File: config.mk
export PLATFORM = sky130hd
export DESIGN_NAME = inst_encoder
export DESIGN_NICKNAME = d
export VERILOG_FILES = /design/src/rtl/inst_pkg.sv /design/src/rtl/inst_fifo.sv /design/src/rtl/inst_encoder.sv
export SDC_FILE = /design/constraint.sdc
export NUM_CORES = 1
export LEC_CHECK = 0
export CAP_MARGIN = 10
export CORE_ASPECT_RATIO = 1.2
export CORE_UTILIZATION = 60
export CTS_CLUSTER_SIZE = 14
export DETAILED_ROUTE_END_ITERATION = 10
export DONT_BUFFER_PORTS = 1
export PLACE_DENSITY = 0.74
export SYNTH_ARGS = -nofsm -noshare
export SYNTH_HDL_FRONTEND = slang
export SYNTH_SLANG_ARGS = --single-unit
File: constraint.sdc
create_clock -name clk_i -period 5.6 [get_ports clk_i]
set_clock_uncertainty 0.2 [all_clocks]
set_input_delay 1.4 -clock clk_i [delete_from_list [all_inputs] [get_ports clk_i]]
set_output_delay 1.4 -clock clk_i [all_outputs]
set_load 0.05 [all_outputs]
File: src/rtl/inst_pkg.sv
// inst_pkg -- shared MIPS-subset encoding constants.
//
// Holds the instruction kind codes, the opcode and funct field values, and
// the encode helper.  The decoder side imports the same package so both ends
// agree on every field value.
package inst_pkg;

  // Instruction kinds presented on kind_i; 14 and 15 are illegal.
  typedef enum logic [3:0] {
    K_ADD  = 4'd0,
    K_SUB  = 4'd1,
    K_AND  = 4'd2,
    K_OR   = 4'd3,
    K_SLT  = 4'd4,
    K_MULT = 4'd5,
    K_ADDI = 4'd6,
    K_SLTI = 4'd7,
    K_LW   = 4'd8,
    K_SW   = 4'd9,
    K_BEQ  = 4'd10,
    K_BNE  = 4'd11,
    K_BGE  = 4'd12,
    K_BGT  = 4'd13
  } kind_e;

  localparam logic [3:0] KIND_LAST = 4'd13;

  // Opcodes, bits [31:26].
  localparam logic [5:0] OP_RTYPE = 6'b000000;
  localparam logic [5:0] OP_ADDI  = 6'b001000;
  localparam logic [5:0] OP_SLTI  = 6'b001010;
  localparam logic [5:0] OP_LW    = 6'b100011;
  localparam logic [5:0] OP_SW    = 6'b101011;
  localparam logic [5:0] OP_BEQ   = 6'b000100;
  localparam logic [5:0] OP_BNE   = 6'b000101;
  localparam logic [5:0] OP_BGE   = 6'b000001;
  localparam logic [5:0] OP_BGT   = 6'b000111;

  // R-type funct codes, bits [5:0].
  localparam logic [5:0] FN_ADD  = 6'b100000;
  localparam logic [5:0] FN_SUB  = 6'b100010;
  localparam logic [5:0] FN_AND  = 6'b100100;
  localparam logic [5:0] FN_OR   = 6'b100101;
  localparam logic [5:0] FN_SLT  = 6'b101010;
  localparam logic [5:0] FN_MULT = 6'b011000;

  localparam logic [4:0] SHAMT_ZERO = 5'd0;

  function automatic logic kind_legal(input logic [3:0] kind);
    return (kind <= KIND_LAST);
  endfunction

  // R-type kinds ignore imm; I-type kinds ignore rd.  Illegal kinds yield 0,
  // but the caller never pushes them.
  function automatic logic [31:0] encode_inst(input logic [3:0]  kind,
                                              input logic [4:0]  rs,
                                              input logic [4:0]  rt,
                                              input logic [4:0]  rd,
                                              input logic [15:0] imm);
    logic [31:0] w;
    w = '0;
    case (kind_e'(kind))
      K_ADD:   w = {OP_RTYPE, rs, rt, rd, SHAMT_ZERO, FN_ADD};
      K_SUB:   w = {OP_RTYPE, rs, rt, rd, SHAMT_ZERO, FN_SUB};
      K_AND:   w = {OP_RTYPE, rs, rt, rd, SHAMT_ZERO, FN_AND};
      K_OR:    w = {OP_RTYPE, rs, rt, rd, SHAMT_ZERO, FN_OR};
      K_SLT:   w = {OP_RTYPE, rs, rt, rd, SHAMT_ZERO, FN_SLT};
      K_MULT:  w = {OP_RTYPE, rs, rt, rd, SHAMT_ZERO, FN_MULT};
      K_ADDI:  w = {OP_ADDI, rs, rt, imm};
      K_SLTI:  w = {OP_SLTI, rs, rt, imm};
      K_LW:    w = {OP_LW,   rs, rt, imm};
      K_SW:    w = {OP_SW,   rs, rt, imm};
      K_BEQ:   w = {OP_BEQ,  rs, rt, imm};
      K_BNE:   w = {OP_BNE,  rs, rt, imm};
      K_BGE:   w = {OP_BGE,  rs, rt, imm};
      K_BGT:   w = {OP_BGT,  rs, rt, imm};
      default: w = '0;
    endcase
    return w;
  endfunction

endpackage

File: src/rtl/inst_fifo.sv
// inst_fifo -- DEPTH-entry synchronous FIFO for encoded instruction words.
//
// Ports:
//   clk_i     clock
//   rst_i     synchronous active-low reset (pointers and count only)
//   push_i    write wdata_i at the tail (caller guarantees not full)
//   wdata_i   word to store
//   pop_i     drop the head entry (caller guarantees not empty)
//   rdata_o   head entry, combinational from storage
//   count_o   occupancy, 0..DEPTH
module inst_fifo
  import inst_pkg::*;
#(
  parameter int DEPTH  = 4,
  parameter int DATA_W = 32
) (
  input  logic                       clk_i,
  input  logic                       rst_i,
  input  logic                       push_i,
  input  logic [DATA_W-1:0]          wdata_i,
  input  logic                       pop_i,
  output logic [DATA_W-1:0]          rdata_o,
  output logic [$clog2(DEPTH):0]     count_o
);

  localparam int AW = $clog2(DEPTH);

  logic [DATA_W-1:0] mem [DEPTH];
  logic [AW-1:0]     wr_ptr_q;
  logic [AW-1:0]     rd_ptr_q;
  logic [AW:0]       count_q;

  // Storage carries no reset; only the pointers and count decide validity.
  always_ff @(posedge clk_i) begin
    if (push_i) begin
      mem[wr_ptr_q] <= wdata_i;
    end
  end

  // DEPTH is a power of two, so the pointers wrap by natural overflow.
  always_ff @(posedge clk_i) begin
    if (!rst_i) begin
      wr_ptr_q <= '0;
      rd_ptr_q <= '0;
      count_q  <= '0;
    end else begin
      if (push_i) begin
        wr_ptr_q <= wr_ptr_q + AW'(1);
      end
      if (pop_i) begin
        rd_ptr_q <= rd_ptr_q + AW'(1);
      end
      case ({push_i, pop_i})
        2'b10:   count_q <= count_q + (AW+1)'(1);
        2'b01:   count_q <= count_q - (AW+1)'(1);
        default: count_q <= count_q;
      endcase
    end
  end

  assign rdata_o = mem[rd_ptr_q];
  assign count_o = count_q;

endmodule

File: src/rtl/inst_encoder.sv
// inst_encoder -- encodes MIPS-subset instruction requests into 32-bit words
// and streams them out with consecutive byte addresses.
//
// Ports:
//   clk_i, rst_i            clock, synchronous active-low reset
//   in_valid_i/in_ready_o   request handshake
//   kind_i                  instruction kind (0-13 legal, 14-15 illegal)
//   rs_i, rt_i, rd_i        register fields
//   imm_i                   immediate / branch offset
//   out_valid_o/out_ready_i output handshake
//   inst_o, addr_o          encoded word and its byte address
//   err_o                   sticky: an illegal kind was accepted
//   count_o                 FIFO occupancy
module inst_encoder
  import inst_pkg::*;
#(
  parameter int          DEPTH     = 4,
  parameter logic [31:0] BASE_ADDR = 32'h0000_0000
) (
  input  logic                   clk_i,
  input  logic                   rst_i,
  input  logic                   in_valid_i,
  output logic                   in_ready_o,
  input  logic [3:0]             kind_i,
  input  logic [4:0]             rs_i,
  input  logic [4:0]             rt_i,
  input  logic [4:0]             rd_i,
  input  logic [15:0]            imm_i,
  output logic                   out_valid_o,
  input  logic                   out_ready_i,
  output logic [31:0]            inst_o,
  output logic [31:0]            addr_o,
  output logic                   err_o,
  output logic [$clog2(DEPTH):0] count_o
);

  localparam int          AW       = $clog2(DEPTH);
  localparam logic [AW:0] FULL_CNT = (AW+1)'(DEPTH);

  logic        accept;
  logic        legal;
  logic        push;
  logic        pop;
  logic [31:0] inst_word;
  logic [AW:0] count;
  logic [31:0] addr_q;
  logic        err_q;

  // Ready depends only on occupancy: a full FIFO never takes a request even
  // if a pop happens in the same cycle.
  assign in_ready_o  = (count < FULL_CNT);
  assign out_valid_o = (count != '0);

  assign accept    = in_valid_i & in_ready_o;
  assign legal     = kind_legal(kind_i);
  assign push      = accept & legal;
  assign pop       = out_valid_o & out_ready_i;
  assign inst_word = encode_inst(kind_i, rs_i, rt_i, rd_i, imm_i);

  // Encoded words enter storage here; head appears one cycle after accept.
  inst_fifo #(
    .DEPTH  (DEPTH),
    .DATA_W (32)
  ) u_fifo (
    .clk_i   (clk_i),
    .rst_i   (rst_i),
    .push_i  (push),
    .wdata_i (inst_word),
    .pop_i   (pop),
    .rdata_o (inst_o),
    .count_o (count)
  );

  // The address travels with the head rather than being stored per entry:
  // every pop moves to the next word, 4 bytes on, wrapping at 2^32.
  always_ff @(posedge clk_i) begin
    if (!rst_i) begin
      addr_q <= BASE_ADDR;
      err_q  <= 1'b0;
    end else begin
      if (pop) begin
        addr_q <= addr_q + 32'd4;
      end
      if (accept && !legal) begin
        err_q <= 1'b1;
      end
    end
  end

  assign addr_o  = addr_q;
  assign err_o   = err_q;
  assign count_o = count;

endmodule

==> run summary <==
## Run status
- completed — run status

## STA
- 0 — final setup violating endpoints
- false — unrepaired setup endpoints after global routing
- 0 — hold violation total from the final report
- 3.918 ns — shortest period the worst path allows
- 255.2 MHz — FMAX
- 0 ns — Setup Total Neg Slack
- 69.96% — final period utilization
- 0.9764 ns — Tightest Pin Transition
- 0 — Max Slew Vio Count
- 34.51% — Slew Limit Headroom

## Global routing
- 0 — global-route congestion overflow total
- 36 — pin count of the biggest net entering global routing
- 0 — antenna violations before repair
- 22.78% — Tot GR Track Use
- 20250 um — first-pass GRT wire length
- 3995 — vias in the first global route

## Routing
- 0 — antenna-violating nets left
- 4834 um — WL met1
- 229 — first-iteration detailed-routing DRC count
- met4 — Top Metal Used
- 6.146 — via-per-instance ratio
- 12690 um — wire length after detailed routing
- 5 — number of search-and-repair iterations in the first detailed-routing pass
- 6686 um — met2 routed wirelength
- 919 um — length of routed met3 wiring
- 3903 — via count
- 0 — DRC violation count after routing
- 19.98 um — DR WL/cell

## Clocking
- clkbuf_16 — cell chosen for the clock root
- 0 — CTS hold repair buffers
- 2 — Max clock buf depth
- 0 — CTS-repair resized insts
- 164 — clock sink total
- yes — CTS tree
- 0 — buffers inserted by post-CTS timing repair
- 0.06 ns — clock-pin slew of the registers on the worst-case setup and hold paths
- 17 — CTS Buf Count
- 0.41 ns — clock insertion delay at the later pin of the skew report
- 4 — H-tree Lvls

## Finish
- 68.18% — Final Util
- 14.97% — fraction of layout cells with a size suffix above 1
- 514 — Final nets
- 10.22% — signed area change from the synthesized netlist to the final layout
- 0 — Ant. Diodes
- edfxtp_1, a21oi_1, dfxtp_1 — top library cells by usage in the layout, fill and taps aside
- edfxtp_1 — most common library cell in the layout ignoring fill and taps

## Worst setup path
- primary output — endpoint type of the worst setup path
- 18 — maximum fanout encountered on the critical timing path
- register — CP startpoint kind
- 4.00 ns — Req. time, crit path
- 2.32 ns — Critical Path AT
- u_fifo.count_o[2] — startpoint of the lowest-slack register-to-register path
- register to primary output — CP Class

## Die
- 0.01187 sq mm — Die Outline Area
- 42 — count of standard-cell rows
- 0.01109 sq mm — Core Box Area
- 119.1 um — Die Ht
- 61.86% — starting density of the core
- 99.61 um — Chip Width
- 109 — number of ports placed on the die boundary

## Synthesis
- edfxtp_1 — Most used DFF post-synth
- 41 — Cell variety after synth
- edfxtp_1, dfxtp_1, mux4_2 — top cells by area in the synthesized netlist
- 472 — gate count after technology mapping
- 164 — Synth Register Bits
- 65.96% — sequential element share of the synthesized area
- edfxtp_1 — largest area contributor in the netlist
- 0.006859 sq mm — Cell Area, Synth
- 124 — count of flip-flops with a built-in enable after synthesis
- 0% — proportion of register bits with asynchronous set or reset after synthesis
- 54.29% — area share of the largest cell type after synthesis
- 0 — Yosys warnings
- 14.53 sq um — Mean Syn Cell Area

## Power
- 482.3 mW/mm^2 — total power density per cell area
- 2.420 nW — Static Leak
- 0.3879 mV — highest ir drop seen on vdd

## Placement
- 8202 um — half-perimeter wire length after detailed placement
- 0 — buffers added on ports
- 0.7938 — routability-driven placement congestion ratio

## Flow run
- 0 — max_cap viols

## Min path
- register to register — path category of the worst min-delay check
- u_fifo.rd_ptr_q[1] — Hold Crit Start

critical path, cell delays in order, from the launching register on:
cell and delay [ns]:
dfxtp_2 0.76, buf_4 0.41, mux4_2 0.72
routing by layer:
layer / GRT usage (%) / vias up
met1: 26.36 / 1924
met3: 7.277 / 21
li1: - / 1811
met2: 39.54 / 147
met5: 0 / -
met4: 8.272 / 0
path summary, 6_finish.rpt:
kind | end | slack [ns] | depth (start not counted)
setup / recovery | inst_o[28] | 1.68 | 2
hold / removal | u_fifo.rd_ptr_q[1] | 0.33 | 2
setup reg to reg | addr_o[28] | 2.35 | 4
hold reg to reg | u_fifo.rd_ptr_q[1] | 0.33 | 2
per-stage QoR:
| stage | std cells | worst slack, ns | instance area (sq um) | power [W] | hold slack, ns |
|---|---|---|---|---|---|
| 6_report | 635 | 1.682 | 7560 | 0.003646 | 0.3294 |
| 3_5_place_dp | 603 | 1.691 | 6959 | 0.002553 | 0.3247 |
| 2_1_floorplan | 474 | 1.942 | 6867 | 0.002433 | 0.2847 |
| 5_1_grt | 635 | 1.525 | 7560 | 0.003771 | 0.3556 |
| 3_3_place_gp | 603 | 1.797 | 6959 | 0.002531 | 0.3067 |
| 4_1_cts | 635 | 1.608 | 7560 | 0.003676 | 0.3378 |
synthesized netlist by cell type, drive strengths merged (2+ instances only):
library cell,count
ha,6
nand3,12
nor2,23
nand2b,6
mux4,31
and3,8
clkinv,2
dfxtp,40
and2,17
nand4,9
o31ai,13
inv,12
clkbuf,15
xnor2,7
nor2b,6
a32o,2
nor4,5
edfxtp,124
or3,9
or4,13
xor2,7
buf,12
nand2,23
mux2i,10
a21oi,40
o21ai,9
area by class of cell:
cell class | instances | area (sq um)
sequential | 164 | 4526
fill | 758 | 3528
multi-input combinational | 269 | 2173
clock buffer | 23 | 541.8
tap | 154 | 192.7
clock inverter | 9 | 58.81
inverter | 14 | 52.55
timing repair buffer | 2 | 15.01
cells by family after synthesis:
kind of cell	share of synthesized area, %
AND/OR/NAND/NOR	10.76
flip-flops	65.96
adder cells (fa/ha/maj)	1.386
AO/OA/AOI/OAI	5.710
other	0.05467
multiplexers	11.80
XOR/XNOR	1.788
buffers and inverters	2.535
sequential cells by signal, summed over array words and instances (netlist names), named ones only:
register	count
addr_o	30
err_o	1
u_fifo.count_o	3
u_fifo.mem	124
u_fifo.rd_ptr_q	2
u_fifo.wr_ptr_q	2
report_power, final:
part	switching, W	internal [W]	total (W)
logic	0.000679	0.000254	0.000933
registers	0.000135	0.00145	0.00158
clock network	0.000449	0.000683	0.00113
total	0.00126	0.00238	0.00365
(Power assumes the default switching activity.)
